==> config.mk <==
export PLATFORM = sky130hd
export DESIGN_NAME = run_monitor
export DESIGN_NICKNAME = d
export VERILOG_FILES = /design/src/rtl/run_monitor_pkg.sv /design/src/rtl/run_dump_stream.sv /design/src/rtl/run_monitor.sv
export SDC_FILE = /design/constraint.sdc
export NUM_CORES = 1
export LEC_CHECK = 0
export CAP_MARGIN = 25
export CORE_MARGIN = 2
export CORE_UTILIZATION = 44
export CTS_CLUSTER_SIZE = 28
export DETAILED_ROUTE_END_ITERATION = 7
export MAX_ROUTING_LAYER = met4
export PLACE_DENSITY = 0.8
export SYNTH_ARGS = -nofsm -noshare
export SYNTH_HDL_FRONTEND = slang
export SYNTH_SLANG_ARGS = --single-unit
==> constraint.sdc <==
create_clock -name clk -period 2.48 [get_ports clk]
set_input_delay 0.248 -clock clk [delete_from_list [all_inputs] [get_ports clk]]
set_output_delay 0.248 -clock clk [all_outputs]
set_load 0.1 [all_outputs]
==> src/rtl/run_monitor_pkg.sv <==
// Shared constants and state encoding for the end-of-run monitor.
// Default parameter values are kept here so the top and the dump stream agree.
package run_monitor_pkg;

    typedef enum logic [1:0] {
        StRun,
        StDump,
        StHalt
    } state_e;

    localparam int unsigned DefDataW     = 32;
    localparam int unsigned DefDoneAddr  = 100;
    localparam int unsigned DefDumpFirst = 50;
    localparam int unsigned DefDumpCount = 60;
    localparam int unsigned DefCycMax    = 100000;
    localparam int unsigned DefCntW      = 32;

    localparam int unsigned IdxW      = 7;
    localparam int unsigned DumpAddrW = 16;

endpackage

==> src/rtl/run_dump_stream.sv <==
// Result-window reader: word counter feeding a single-entry valid/ready output register.
// Loads a new word whenever the register is empty or being drained in the same cycle.
module run_dump_stream
    import run_monitor_pkg::*;
#(
    parameter int unsigned DATA_W     = DefDataW,
    parameter int unsigned DUMP_COUNT = DefDumpCount
) (
    input  logic              clk,
    input  logic              rst,
    input  logic              active,
    input  logic [DATA_W-1:0] rdata,
    input  logic              ready,
    output logic [IdxW-1:0]   rd_idx,
    output logic [DATA_W-1:0] data,
    output logic [IdxW-1:0]   data_idx,
    output logic              valid,
    output logic              last_accept
);

    logic [IdxW-1:0]   idx_q, idx_d;
    logic [DATA_W-1:0] data_q, data_d;
    logic [IdxW-1:0]   data_idx_q, data_idx_d;
    logic              valid_q, valid_d;
    logic              load, accept;

    assign accept = valid_q && ready;
    assign load   = active && (idx_q < IdxW'(DUMP_COUNT)) && (!valid_q || ready);

    always_comb begin
        idx_d      = idx_q;
        data_d     = data_q;
        data_idx_d = data_idx_q;
        valid_d    = valid_q;
        if (load) begin
            data_d     = rdata;
            data_idx_d = idx_q;
            valid_d    = 1'b1;
            idx_d      = idx_q + 1'b1;
        end else if (accept) begin
            valid_d = 1'b0;
        end
    end

    always_ff @(posedge clk) begin
        if (rst) begin
            idx_q      <= '0;
            data_q     <= '0;
            data_idx_q <= '0;
            valid_q    <= 1'b0;
        end else begin
            idx_q      <= idx_d;
            data_q     <= data_d;
            data_idx_q <= data_idx_d;
            valid_q    <= valid_d;
        end
    end

    assign rd_idx      = idx_q;
    assign data        = data_q;
    assign data_idx    = data_idx_q;
    assign valid       = valid_q;
    assign last_accept = accept && (data_idx_q == IdxW'(DUMP_COUNT - 1));

endmodule

==> src/rtl/run_monitor.sv <==
// End-of-run monitor: counts cycles/stalls, catches the completion store,
// then streams the dmem result window out through a valid/ready port.
module run_monitor
    import run_monitor_pkg::*;
#(
    parameter int unsigned DATA_W     = DefDataW,
    parameter int unsigned DONE_ADDR  = DefDoneAddr,
    parameter int unsigned DUMP_FIRST = DefDumpFirst,
    parameter int unsigned DUMP_COUNT = DefDumpCount,
    parameter int unsigned CYC_MAX    = DefCycMax,
    parameter int unsigned CNT_W      = DefCntW
) (
    input  logic                 clk,
    input  logic                 rst,
    input  logic                 stall_in,
    input  logic [DATA_W-1:0]    daddr,
    input  logic [DATA_W-1:0]    dwdata,
    input  logic                 dwe,
    output logic [DumpAddrW-1:0] dump_addr,
    input  logic [DATA_W-1:0]    dump_rdata,
    output logic [DATA_W-1:0]    dump_data,
    output logic [IdxW-1:0]      dump_idx,
    output logic                 dump_valid,
    input  logic                 dump_ready,
    output logic                 done,
    output logic                 timeout,
    output logic [DATA_W-1:0]    result,
    output logic [CNT_W-1:0]     cycle_count,
    output logic [CNT_W-1:0]     stall_count,
    output logic                 dump_end
);

    state_e            state_q, state_d;
    logic              done_q, done_d;
    logic              timeout_q, timeout_d;
    logic [DATA_W-1:0] result_q, result_d;
    logic [CNT_W-1:0]  cycle_q, cycle_d;
    logic [CNT_W-1:0]  stall_q, stall_d;
    logic              hit, last_accept;
    logic [IdxW-1:0]   rd_idx;

    assign hit = dwe && (daddr == DATA_W'(DONE_ADDR));

    always_comb begin
        state_d   = state_q;
        done_d    = done_q;
        timeout_d = timeout_q;
        result_d  = result_q;
        cycle_d   = cycle_q;
        stall_d   = stall_q;
        unique case (state_q)
            StRun: begin
                // The completion cycle itself is not counted, and it beats a timeout.
                if (hit) begin
                    result_d = dwdata;
                    done_d   = 1'b1;
                    state_d  = StDump;
                end else begin
                    cycle_d = cycle_q + 1'b1;
                    stall_d = stall_q + CNT_W'(stall_in);
                    if (cycle_q == CNT_W'(CYC_MAX - 1)) begin
                        timeout_d = 1'b1;
                        state_d   = StHalt;
                    end
                end
            end
            StDump: begin
                if (last_accept) state_d = StHalt;
            end
            StHalt: ;
            default: state_d = StRun;
        endcase
    end

    always_ff @(posedge clk) begin
        if (rst) begin
            state_q   <= StRun;
            done_q    <= 1'b0;
            timeout_q <= 1'b0;
            result_q  <= '0;
            cycle_q   <= '0;
            stall_q   <= '0;
        end else begin
            state_q   <= state_d;
            done_q    <= done_d;
            timeout_q <= timeout_d;
            result_q  <= result_d;
            cycle_q   <= cycle_d;
            stall_q   <= stall_d;
        end
    end

    run_dump_stream #(
        .DATA_W     (DATA_W),
        .DUMP_COUNT (DUMP_COUNT)
    ) u_dump (
        .clk         (clk),
        .rst         (rst),
        .active      (state_q == StDump),
        .rdata       (dump_rdata),
        .ready       (dump_ready),
        .rd_idx      (rd_idx),
        .data        (dump_data),
        .data_idx    (dump_idx),
        .valid       (dump_valid),
        .last_accept (last_accept)
    );

    assign dump_addr   = (state_q == StDump) ? DumpAddrW'(DUMP_FIRST) + DumpAddrW'(rd_idx)
                                             : DumpAddrW'(DUMP_FIRST);
    assign dump_end    = last_accept && (state_q == StDump);
    assign done        = done_q;
    assign timeout     = timeout_q;
    assign result      = result_q;
    assign cycle_count = cycle_q;
    assign stall_count = stall_q;

endmodule

# ---- After elaboration in Yosys (flattened, before gate mapping)
# Index checks and enable logic that the tools add are counted.
dict set report op_classes {
  add_sub_neg 4
  magnitude_cmp 1
  n_eq_ne 7
  muxes 7
  bitwise 2
  reduce_logical 14
}
# op n
set ops {}
lappend ops {{32-bit by 1-bit adder with 32-bit output} 1}
lappend ops {{32-bit by 1-bit adder with 32-bit output (second input constant)} 1}
lappend ops {{32-bit by 17-bit == test with 1-bit output (second input constant)} 1}
lappend ops {{32-bit by 7-bit == test with 1-bit output (second input constant)} 1}
lappend ops {{6-bit by 7-bit adder with 8-bit output (first input constant)} 1}
lappend ops {{8-bit 2-to-1 mux} 1}
lappend ops {{7-bit by 1-bit adder with 7-bit output (second input constant)} 1}
lappend ops {{7-bit by 6-bit == test with 1-bit output (second input constant)} 1}
lappend ops {{7-bit by 6-bit less-than comparator with 1-bit output (second input constant)} 1}
lappend ops {{1-bit logical AND} 6}
lappend ops {{2-bit 2-to-1 mux} 3}
lappend ops {{2-bit case mux with 3 select lines} 1}
lappend ops {{3-bit AND reduction} 2}
lappend ops {{2-bit AND reduction} 2}
lappend ops {{3-bit != test (second input constant)} 1}
lappend ops {{2-bit by 1-bit == test with 1-bit output (second input constant)} 1}
lappend ops {{2-bit == test (second input constant)} 1}
lappend ops {{2-bit logical NOT} 1}
lappend ops {{1-bit 2-to-1 mux} 2}
lappend ops {{2-bit != test (second input constant)} 1}
lappend ops {{1-bit NOT} 2}
lappend ops {{2-bit nonzero test} 1}
lappend ops {{1-bit logical NOT} 1}
lappend ops {{1-bit logical OR} 1}
dict set report totals {
  register_bits 147
  input_bits 101
  word_cells 45
}

# ---- Longest topological paths before layout
dict set report logic_depth {
  ltp_word 4
  ltp_mapped 7
  depth_no_buf 7
}

# ---- By module
# From an unflattened synthesis, not the netlist that was laid out.
dict set report hier_totals {
  hier_cells 801
  area_unflattened_um2 6894.1
}
# module n_inst cells_each area_per_inst_um2
set modules_own_cells {}
lappend modules_own_cells {run_monitor 1 569 4853.4}
lappend modules_own_cells {run_dump_stream 1 232 2040.7}

# ---- Worst setup path before layout
# No wires, ideal clock.
dict set report synth_path {
  kind {reg2out}
  startpoint {register u_dump.idx_q[2] (netlist: u_dump.rd_idx[2])}
  endpoint {output port dump_addr[7]}
  arrival_ns 3.019
  setup_slack_ns -0.787
  path_stages_with_launch 4
  n_path_buf 0
  cell_sequence {dfxtp_1 > ha_1 > a21oi_1 > a211oi_1}
}
dict set report synth_via {
  elab_chain_len 2
}
# element line_no
set synth_lines {}
lappend synth_lines {{start, declared} run_dump_stream.sv:21} ;# logic [IdxW-1:0] idx_q, idx_d;
lappend synth_lines {{start signal, assigned} run_dump_stream.sv:52} ;# idx_q <= idx_d;
lappend synth_lines {{6-bit by 7-bit adder with 8-bit output} run_monitor.sv:109} ;# assign dump_addr = (state_q == StDump) ? DumpAddrW'(DUMP_FIRST) + DumpAddrW'(rd_idx)
lappend synth_lines {{8-bit 2-to-1 mux} run_monitor.sv:109}
lappend synth_lines {{end, declared} run_monitor.sv:19} ;# output logic [DumpAddrW-1:0] dump_addr,
# Every way passes these cells.

# ---- Final worst setup path
dict set report layout_path {
  startpoint {register stall_q[0] (netlist: stall_count[0])}
  endpoint {register stall_q[28] (netlist: stall_count[28])}
}
dict set report layout_via {
  elab_chain_len 1
}
# element line_no
set layout_lines {}
lappend layout_lines {{start, declared} run_monitor.sv:38} ;# logic [CNT_W-1:0] stall_q, stall_d;
lappend layout_lines {{start signal, assigned} run_monitor.sv:89} ;# stall_q <= stall_d;
lappend layout_lines {{32-bit by 1-bit adder with 32-bit output} run_monitor.sv:60} ;# stall_d = stall_q + CNT_W'(stall_in);
# Every way passes these cells.
# A chain may end at the register's enable or synchronous reset.

==> out/metrics.cfg <==
[die]
die_height_um = 127
row_count = 44
die_area_sq_um = 16100
fp.coreArea_sq_um = 14600
die_w_um = 127
io_pins = 256
start_util_pct = 45.3

[synth]
synth_area_leaders = dfxtp_1 (44%), a21oi_1 (7.8%), nand2_1 (7.0%)
synth-seq-area-share_pct = 44.4
avgSynthCellArea_sq_um = 8.51
synth_common_cells = dfxtp_1 (147), nand2_1 (124), a21oi_1 (104)
ys.flop_type = dfxtp_1
syn_area_sq_um = 6630
syn_inst = 779
synth-seq-cells = 147
yosysWarnings = 0
yosysMostFrequentCell = dfxtp_1
synth_cell_types = 54
synth_edf_count = 0
async_reset_ff_share_pct = 0
yosys.area.top_type = dfxtp_1
synth_top_area_share_pct = 44.4

[cts]
cts_sinks = 147
hold_buffers = 0
cts.repair.resized = 0
h-tree-depth = 4
numCtsBuffers = 17
post_cts_buffers = 0
clk_pin_slew_worst_paths_ns = 0.06
ctsLongestPathBuffers = 2
cts_tree = built
clock_latency_ns = 0.42
cts_root_buffer = clkbuf_16

[pwr]
power.density_nw_per_um2 = 539
comb_power_share_pct = 7.1
finalPower_mw = 5.17
p_int_mw = 3.99
seqPwrFrac_pct = 46.1
switchingPower_mw = 1.19
clockPowerShare_pct = 46.8
sw_frac_of_total_pct = 22.9
max-vdd-ir-drop_mv = 0.461
p_leak_nw = 3.49

[flow_run]
drv_cap = 0

[cells_and_area]
fin_nets = 1128
diodes = 0
drive_gt1_share_pct = 22.7
syn_to_final_growth_pct = 44.6
finish.utilization_pct = 65.5

[outcome]
outcome = finished clean

[timing]
setup-violations-final = 0
fin_skew_ns = 0.00826
final-hold-violation-count = 0
rsz0062_at_grt = no
fin_tns_setup_ns = 0
setup_ws_ns = 0.320
fin_crit_ns = 2.16
hold_ws_ns = 0.279
period_share_pct = 87.1
slew_violations = 0
max_freq_mhz = 463

[hold_path]
hp-class = input port to register
hp-start = rst

[critical_path]
crit-reg2reg-launch = stall_count[0]
required_ns = 2.83
start_kind = register
max_stage_delay_ns = 0.51
crit_type = register to register
critical_path.startpoint = stall_count[0]
cp-end-kind = register
path_common_cell = ha_1
slowest_stage = or4_1
r2r_setup_slack_ns = 0.32
critPathMaxFanout = 10
path_delay_family = simple AND/OR/NAND/NOR gates
path_buf_inv = 1
crit_arrival_ns = 2.51
crit_chain = ha_1 -> ha_1 -> nand4_1 -> nor2_1 -> buf_4 -> nand3_2 -> or4_1 -> a21oi_1

[place]
place_ws_ns = 0.00701
port_buffers = 247
dpl.hpwl_um = 13200
place_congestion = 0.843

[global_route]
antenna_found_initial = 0
overflow = 0
grt_pass1_vias = 6090
grt_max_degree = 69
grt_pass1_wl_um = 29800
grt_util_all_layers_pct = 23.3

[detailed_routing]
drc = 0
vias = 6633
firstDrtPassIters = 5
routed_wl_um = 18600
via_per_inst = 5.45
drt_iter0_drc = 450
wl_per_cell_um = 15.3
drtAntennaViolNets = 0

[placed cells by master, fill, tap and decap left out, types with 25 or more instances in the layout]
cell	netlist	layout
mux2i_1	32	32
a21oi_1	104	104
nand3_1	26	26
dfxtp_1	147	131
nand2_1	124	124
or4_1	27	27
nor2_1	62	62
clkdlybuf4s50_1	0	99
o31ai_1	25	25
buf_4	12	160
or3_1	31	31
[state kept, by name, summed over array words and instances (netlist names), 2 cells and up]
register,cells
cycle_count,32
result,32
stall_count,32
state_q,2
u_dump.data,32
u_dump.data_idx,7
u_dump.rd_idx,7
[power groups by stage]
| stage | logic [mW] | registers (mW) | clock network [mW] |
|---|---|---|---|
| CTS | 0.369 | 2.38 | 2.46 |
| detailed placement | 0.369 | 2.43 | 0 |
| finish | 0.369 | 2.38 | 2.42 |
| global placement | 0.365 | 2.43 | 0 |
| floorplan | 0.123 | 2.49 | 0 |
| global route | 0.388 | 2.38 | 2.56 |
[metrics by stage]
| step | instance area [sq um] | std cells |
|---|---|---|
| 2_1_floorplan | 6690 | 786 |
| 3_3_place_gp | 9040 | 1187 |
| 4_1_cts | 9590 | 1217 |
| 3_5_place_dp | 9040 | 1187 |
| 5_1_grt | 9590 | 1217 |
| 6_report | 9590 | 1217 |
[worst reg2reg max path: cells and delay by family, from the launching register on]
| family | cells | cell delay (ns) |
|---|---|---|
| adder cells (fa/ha/maj) | 2 | 0.36 |
| flip-flops | 1 | 0.34 |
| buffers and inverters | 1 | 0.17 |
| AO/OA/AOI/OAI | 1 | 0.16 |
| AND/OR/NAND/NOR | 4 | 1.06 |
[cells by family (layout without fill, tap and decap cells)]
| group | after synthesis | count (layout) | synth area share, % |
|---|---|---|---|
| multiplexers | 34 | 34 | 5.17 |
| flip-flops | 147 | 147 | 44.4 |
| adder cells (fa/ha/maj) | 5 | 5 | 0.943 |
| AO/OA/AOI/OAI | 167 | 167 | 14.3 |
| buffers and inverters | 63 | 310 | 4.73 |
| AND/OR/NAND/NOR | 352 | 352 | 29.1 |
| other | 1 | 8 | 0.0565 |
| XOR/XNOR | 10 | 10 | 1.32 |
[path summary, 6_finish.rpt]
kind | to | cells past startpoint
worst max register to register | stall_count[28] | 8
worst min register to register | u_dump.data[2] | 2
worst min-delay path | stall_count[14] | 2
worst max-delay path | stall_count[28] | 8
[area by class of cell]
type	count	area, sq um
Clock inverter	9	82.6
Tap cell	184	230
Multi-Input combinational cell	576	3410
Clock buffer	21	470
Sequential cell	147	2960
Fill cell	1260	5050
Inverter	11	41.3
Timing Repair Buffer	269	2390
[layer usage]
metal | wire length (um) | GRT usage (%) | vias up
met4 | 182 | 6.21 | 0
met5 | 0 | - | -
li1 | - | - | 3266
met1 | 7950 | 27.7 | 3125
met2 | 9320 | 39.7 | 228
met3 | 1150 | 5.65 | 14
(Power assumes the default switching activity.)
